**config.mk**
```make
export PLATFORM = sky130hd
export DESIGN_NAME = pwm_decode
export DESIGN_NICKNAME = d
export VERILOG_FILES = /design/src/rtl/pwm_decode.sv
export SDC_FILE = /design/constraint.sdc
export NUM_CORES = 1
export LEC_CHECK = 0
export CORE_MARGIN = 2
export CORE_UTILIZATION = 49
export CTS_CLUSTER_SIZE = 16
export DETAILED_ROUTE_END_ITERATION = 8
export PLACE_DENSITY = 0.77
export SYNTH_ARGS = -nofsm -noshare
export SYNTH_HDL_FRONTEND = slang
export SYNTH_SLANG_ARGS = --single-unit
export TNS_END_PERCENT = 5
```
**constraint.sdc**
```tcl
create_clock -name clk -period 1.2 [get_ports clk]
set_input_delay 0.24 -clock clk [delete_from_list [all_inputs] [get_ports clk]]
set_output_delay 0.24 -clock clk [all_outputs]
set_load 0.02 [all_outputs]
```
**src/rtl/pwm_decode.sv**
```systemverilog
// pwm_decode: recovers the WIDTH-bit duty level from a counter-compared PWM stream.
// Define PWM_DECODE_CONFIRM_EN to publish only after two matching frames.
module pwm_decode #(
  parameter int WIDTH       = 3,
  parameter int SYNC_STAGES = 2
) (
  input  logic             clk,
  input  logic             rst_n,
  input  logic             pwm_in,
  output logic [WIDTH-1:0] level,
  output logic             valid,
  output logic             frame_err
);
  localparam int CW = WIDTH + 1;
  localparam logic [CW-1:0] PERIOD = {1'b1, {WIDTH{1'b0}}};
  localparam logic [CW-1:0] LAST   = PERIOD - 1'b1;
  localparam logic [CW-1:0] ONE    = {{WIDTH{1'b0}}, 1'b1};

  typedef enum logic {
    SEARCH,
    MEASURE
  } state_e;

  state_e state_q, state_d;
  logic [SYNC_STAGES-1:0] sync_q, sync_d;
  logic prev_q, prev_d;
  logic [CW-1:0] per_q, per_d;
  logic [CW-1:0] hi_q, hi_d;
  logic [CW-1:0] low_q, low_d;
  logic [WIDTH-1:0] level_q, level_d;
  logic valid_q, valid_d;
  logic err_q, err_d;

  logic s, rise, pub, err;
  logic [WIDTH-1:0] pub_val;

  assign s    = sync_q[SYNC_STAGES-1];
  assign rise = s & ~prev_q;

  always_comb begin
    sync_d  = {sync_q[SYNC_STAGES-2:0], pwm_in};
    prev_d  = s;
    state_d = state_q;
    per_d   = per_q;
    hi_d    = hi_q;
    low_d   = low_q;
    pub     = 1'b0;
    pub_val = '0;
    err     = 1'b0;
    unique case (state_q)
      SEARCH: begin
        if (rise) begin
          state_d = MEASURE;
          per_d   = ONE;
          hi_d    = ONE;
          low_d   = '0;
        end else if (!s) begin
          if (low_q == LAST) begin
            pub   = 1'b1;
            low_d = '0;
          end else begin
            low_d = low_q + 1'b1;
          end
        end else begin
          low_d = '0;
        end
      end
      MEASURE: begin
        if (per_q < PERIOD) begin
          if (rise) begin
            err   = 1'b1;
            per_d = ONE;
            hi_d  = ONE;
          end else begin
            per_d = per_q + 1'b1;
            hi_d  = hi_q + CW'(s);
          end
        end else if (rise) begin
          pub     = 1'b1;
          pub_val = hi_q[WIDTH-1:0];
          per_d   = ONE;
          hi_d    = ONE;
        end else if (!s) begin
          pub     = 1'b1;
          pub_val = hi_q[WIDTH-1:0];
          state_d = SEARCH;
          low_d   = ONE;
        end else begin
          // high spans the boundary: duty would be a full period
          err     = 1'b1;
          state_d = SEARCH;
          low_d   = '0;
        end
      end
      default: state_d = SEARCH;
    endcase
  end

`ifdef PWM_DECODE_CONFIRM_EN
  logic [WIDTH-1:0] cand_q, cand_d;
  logic cand_ok_q, cand_ok_d;

  always_comb begin
    cand_d    = cand_q;
    cand_ok_d = cand_ok_q;
    level_d   = level_q;
    valid_d   = 1'b0;
    err_d     = err;
    if (pub) begin
      if (cand_ok_q && (cand_q == pub_val)) begin
        level_d = pub_val;
        valid_d = 1'b1;
      end
      cand_d    = pub_val;
      cand_ok_d = 1'b1;
    end else if (err) begin
      cand_ok_d = 1'b0;
    end
  end

  always_ff @(posedge clk or negedge rst_n) begin
    if (!rst_n) begin
      cand_q    <= '0;
      cand_ok_q <= 1'b0;
    end else begin
      cand_q    <= cand_d;
      cand_ok_q <= cand_ok_d;
    end
  end
`else
  always_comb begin
    level_d = pub ? pub_val : level_q;
    valid_d = pub;
    err_d   = err;
  end
`endif

  always_ff @(posedge clk or negedge rst_n) begin
    if (!rst_n) begin
      state_q <= SEARCH;
      sync_q  <= '0;
      prev_q  <= 1'b0;
      per_q   <= '0;
      hi_q    <= '0;
      low_q   <= '0;
      level_q <= '0;
      valid_q <= 1'b0;
      err_q   <= 1'b0;
    end else begin
      state_q <= state_d;
      sync_q  <= sync_d;
      prev_q  <= prev_d;
      per_q   <= per_d;
      hi_q    <= hi_d;
      low_q   <= low_d;
      level_q <= level_d;
      valid_q <= valid_d;
      err_q   <= err_d;
    end
  end

  assign level     = level_q;
  assign valid     = valid_q;
  assign frame_err = err_q;
endmodule

```
==> results.toml, run 1 <==
[clock_network]
path_clk_slew_ns = 0.10
cts-root-buf = "clkbuf_4"
cts_tree = "done"
cts_buffers = 3
clk_latency_ns = 0.31
htree_levels = 1
cts_sinks = 20
clockBufferDepth = 2

[routing]
wl_per_cell_um = 14.0
via_per_inst = 5.37
wl_um = 1780
drt-pass1-iter-count = 4
first_iter_violations = 18
postRouteAntennaNets = 0
drc = 0
vias = 682

[floorplanning]
fp.dieH_um = 47.9
start_util = 0.534
dieArea_um2 = 2290
die_w_um = 47.9
placementRows = 15
ios = 8
coreArea_um2 = 1760

[finish]
nets = 112
fillers = 155
finish.utilization = 0.677
final_layout_size_suffix_gt1_frac = 0.382
n_antenna_cell = 0
final_cell_area_um2 = 1190
area_growth_pct = 26.8

[power_and_ir_drop]
p_leak_nw = 0.612
clockPowerShare = 0.128
p_switching_uw = 923
p_int_mw = 1.54
vdd_drop_max_mv = 1.17
swShare = 0.375
pwr-share-comb = 0.426
power_density_nw_per_um2 = 2060
pwr-share-seq = 0.445

[global_route]
antenna_found_initial = 0
track_usage = 0.183
met2_usage = 0.301
grt_pass1_wl_um = 2790
gr-usage-met1 = 0.218
gr-usage-met3 = 0.0453
top_usage_layer = "met2"
grt_pass1_vias = 636
overflow = 0
grt_max_degree = 21

[sta]
fin_crit_sh = 1.05
hold_ws_ns = 0.249
slew-limit-headroom = 0.795
fin_tns_setup_ns = -0.191
worst_slack_ns = -0.0633
drv_slew = 0
finalHoldViolCount = 0
rsz0062_at_grt = "true"
layout_min_cycle_time_ns = 1.26
skew_ns = 0.00148
setup_viol = 6
max_freq_mhz = 792
tightest_slew_ns = 0.308

[critical_path]
cp_slowest_cell = "dfrtp_2"
start_kind = "flop"
critPathMaxFanout = 6
path_cells = "buf_4 -> o31a_1 -> mux2_4"
worstSetupPathType = "flop to flop"
reg2reg_slack_ns = -0.06
r2r_start = "sync_q[1]"
r2r_end = "level[2]"
cpPeakStageDelay_ns = 0.47
cp.buffers_inverters = 1
r2r_cells = 3
required_ns = 1.40
cp_data_arrival_time_ns = 1.47
end_kind = "flop"
path_delay_family = "flip-flops"

[yosys]
yosys.cell_count.top_type = "dfrtp_1"
synthArstFlopShare = 1.00
avgSynthCellArea_um2 = 11.9
yosysSeqAreaShare = 0.531
synth.largest_area_cell = "dfrtp_1"
ys.flop_type = "dfrtp_1"
syn-cell-area_um2 = 942
synth_edf_count = 0
synth_largest_type_area_fraction = 0.531
synth.cells.most_frequent = "dfrtp_1 (20), nand2_1 (7), nor2_1 (7), ha_1 (5), mux2i_1 (5)"
synth.net_count = 87
synth_warnings = 0
synth_cells = 79
synth-seq-cells = 20
synthDistinctLibCells = 27
yosys-top-cells-area = "dfrtp_1 (53%), ha_1 (6.6%), mux2i_1 (5.3%)"

[run_status]
status = "finished with violations"
violations = "setup timing"

[place]
numPortBuffers = 7
place_area_um2 = 1150
dp_hpwl_um = 1260
gp_congestion = 0.773

[min_path]
min_path_type = "input pin to asynchronous set/reset pin"

[run]
maxCapViolCount = 0
worst max path at each step:
stage / cells past startpoint / slack [ns] / start / end
3_3_place_gp: 3 / -0.03 / sync_q[1] / level[2]
5_1_grt: 4 / -0.1 / low_q[0] / level[2]
4_1_cts: 4 / -0.06 / low_q[1] / level[2]
3_5_place_dp: 4 / -0.06 / low_q[1] / level[2]
6_report: 3 / -0.06 / sync_q[1] / level[2]
2_1_floorplan: 4 / -0.06 / low_q[0] / level[1]
per-stage QoR:
stage | power [mW] | setup slack, ns | std cells
floorplan | 1.76 | -0.0567 | 79
global placement | 2.10 | -0.0346 | 122
detailed placement | 2.16 | -0.0577 | 122
CTS | 2.44 | -0.0563 | 126
global route | 2.64 | -0.0957 | 127
finish | 2.46 | -0.0633 | 127
flip-flops by register name, summed over array words and instances, names as in the netlist:
name       flops
sync_q         2
state_q        1
low_q          4
hi_q           3
prev_q         1
frame_err      1
per_q          4
valid          1
level          3
power by group through the flow:
stage / sequential (mW) / combinational [mW] / clock (mW)
3_3_place_gp: 1.09 / 1.02 / 0
6_report: 1.10 / 1.05 / 0.316
3_5_place_dp: 1.10 / 1.06 / 0
5_1_grt: 1.13 / 1.16 / 0.349
2_1_floorplan: 1.13 / 0.637 / 0
4_1_cts: 1.08 / 1.05 / 0.310
worst reg2reg max path: cells and delay by family (launching register included):
family / cells / cell delay (ns)
compound gates: 1 / 0.28
buf+inv: 1 / 0.15
flops: 1 / 0.47
mux: 1 / 0.25
kinds of logic (layout without fill, tap and decap cells):
logic type,after synthesis,count (layout),share of synthesized area
buffers and inverters,6,29,0.0292
multiplexers,7,7,0.0850
AO/OA/AOI/OAI,12,12,0.104
flip-flops,20,20,0.531
XOR/XNOR,4,4,0.0372
AND/OR/NAND/NOR,25,25,0.147
adder cells (fa/ha/maj),5,5,0.0664
what timing repair did:
action | in CTS | in global routing
gates resized for setup | 19 | 8
buffers inserted | 1 | 1
hold buffers | 0 | 0
pin swaps | 3 | 2
endpoints found under the setup margin | 12 | 12
routing by layer:
layer	routed length, µm	vias up
met5	0	-
met4	51	0
met3	68	7
met2	907	21
met1	749	328
li1	-	326
area by class of cell:
type	instances	area (µm²)	area share
Sequential cell	20	503	0.421
Multi-Input combinational cell	53	454	0.380
Timing Repair Buffer	25	180	0.151
Tap cell	25	31.3	0.0262
Clock buffer	3	22.5	0.0188
Inverter	1	3.75	0.00314
placed cells by master (no fill, tap or decap), drive strengths merged, types with 3 or more instances in the layout:
| cell type | count |
|---|---|
| buf | 22 |
| dfrtp | 20 |
| nor2 | 7 |
| nand2 | 7 |
| mux2i | 5 |
| ha | 5 |
| xor2 | 4 |
| clkbuf | 4 |
| nand3b | 3 |
| a32o | 3 |
(Power assumes the default switching activity.)
==> run 2, diff against run 1 <==
CORE_MARGIN = 1.5   (was 2)
REMOVE_ABC_BUFFERS = 1   (was default)
SKIP_CTS_REPAIR_TIMING = 1   (was default)
==> results.toml, run 2 (same netlist as run 1, synthesis figures left out) <==
[clock_network]
cts_tree = "done"
cts-root-buf = "clkbuf_4"
path_clk_slew_ns = 0.11
htree_levels = 1
clockBufferDepth = 2
cts_sinks = 20
cts_buffers = 3
clk_latency_ns = 0.29

[critical_path]
path_delay_family = "flip-flops"
end_kind = "flop"
r2r_start = "low_q[0]"
r2r_end = "level[2]"
critPathMaxFanout = 3
cp_slowest_cell = "dfrtp_1"
worstSetupPathType = "flop to flop"
required_ns = 1.39
cp_data_arrival_time_ns = 1.46
path_cells = "ha_4 -> nand3b_4 -> o31a_1 -> mux2_4"
reg2reg_slack_ns = -0.07
cp.buffers_inverters = 0
start_kind = "flop"
cpPeakStageDelay_ns = 0.41
r2r_cells = 4

[place]
dp_hpwl_um = 1230
numPortBuffers = 7
place_inst = 122
pre_cts_slack_ns = -0.0736
gp_congestion = 0.750

[routing]
wl_um = 1660
drt-pass1-iter-count = 6
top_layer = "met4"
postRouteAntennaNets = 0
first_iter_violations = 7
wl_met2_um = 874
drt-met1-wl_um = 735
vias = 652
drc = 0
wl_per_cell_um = 13.2
via_per_inst = 5.17
met3_length_um = 39

[floorplanning]
placementRows = 15
fp.dieH_um = 46.9
ios = 8
coreArea_um2 = 1760
start_util = 0.534
dieArea_um2 = 2190
die_w_um = 46.9

[run_status]
status = "finished with violations"
violations = "setup timing"

[sta]
tightest_slew_ns = 0.278
rsz0062_at_grt = "true"
fin_crit_sh = 1.06
worst_slack_ns = -0.0666
drv_slew = 0
skew_ns = 0.00575
max_freq_mhz = 790
slew-limit-headroom = 0.814
finalHoldViolCount = 0
setup_viol = 4
fin_tns_setup_ns = -0.152
layout_min_cycle_time_ns = 1.27

[finish]
final_cell_mix = "dfrtp_1 (18), buf_4 (14), nor2_1 (7), nand2_1 (7)"
n_antenna_cell = 0
nets = 110
area_growth_pct = 29.9
finish.utilization = 0.694
largestRegisters = "low_q (4), per_q (4)"
final_layout_size_suffix_gt1_frac = 0.307
final_cells = 126
layout_commonest_cell = "dfrtp_1"

[power_and_ir_drop]
power_density_nw_per_um2 = 2100
swShare = 0.351
p_int_mw = 1.66
pwr-share-comb = 0.426
p_switching_uw = 899
pwr-share-seq = 0.427
p_leak_nw = 0.681
clockPowerShare = 0.147
vdd_drop_max_mv = 1.18

[global_route]
overflow = 0
antenna_found_initial = 0
grt_pass1_wl_um = 2710
track_usage = 0.178
grt_max_degree = 21
grt_pass1_vias = 670

[min_path]
min_path_type = "input pin to asynchronous set/reset pin"

[run]
maxCapViolCount = 0
## run 2: changes by cell type in the layout (fill, tap and decap cells not counted), sizes merged
| cell | before | now |
|---|---|---|
| buf | 22 | 16 |
| dlymetal6s2s | 0 | 5 |
## run 2: metal layers
layer,up-vias,global-route usage
met5,-,0
met1,317,0.202
met4,0,0.100
met3,2,0.0462
li1,326,-
met2,7,0.301
## run 2: how the worst max path moves through the flow
stage	cells past startpoint	start	slack, ns	end
after floorplan	4	low_q[0]	-0.11	level[1]
after global placement	3	sync_q[1]	-0.03	level[1]
after detailed placement	4	low_q[0]	-0.07	level[1]
after CTS	1	level[1]	-0.34	level[1]
after global routing	4	low_q[0]	-0.1	level[1]
final	4	low_q[0]	-0.07	level[2]
## run 2: final cells by class
type,instances,area (µm²)
Clock buffer,4,36.3
Fill cell,156,541
Inverter,1,3.75
Multi-Input combinational cell,53,439
Sequential cell,20,503
Tap cell,25,31.3
Timing Repair Buffer,23,210
## run 2: worst reg2reg max path, cell delays in order, from the launching register on
cell	delay, ns
dfrtp_1	0.41
ha_4	0.17
nand3b_4	0.08
o31a_1	0.24
mux2_4	0.26
## run 2: stage by stage
stage / total power, mW / cell area [µm²] / hold WS (ns)
final: 2.56 / 1220 / 0.273
after global routing: 2.77 / 1220 / 0.278
after CTS: 2.55 / 1180 / 0.275
after detailed placement: 2.17 / 1140 / 0.335
after global placement: 2.10 / 1140 / 0.335
after floorplan: 1.70 / 918 / -0.0556
## run 2: power by group through the flow
stage / Sequential (mW) / Clock (mW) / Combinational (mW)
CTS: 1.08 / 0.394 / 1.08
finish: 1.10 / 0.376 / 1.09
global placement: 1.07 / 0 / 1.03
global route: 1.13 / 0.421 / 1.23
floorplan: 1.16 / 0 / 0.544
detailed placement: 1.09 / 0 / 1.08
==> run 3, diff against run 2 <==
CTS_CLUSTER_DIAMETER = 100   (was default)
SLEW_MARGIN = 20   (was default)
==> results of run 3 <==
Final layout, timing and power as in run 2 (identical DEF).
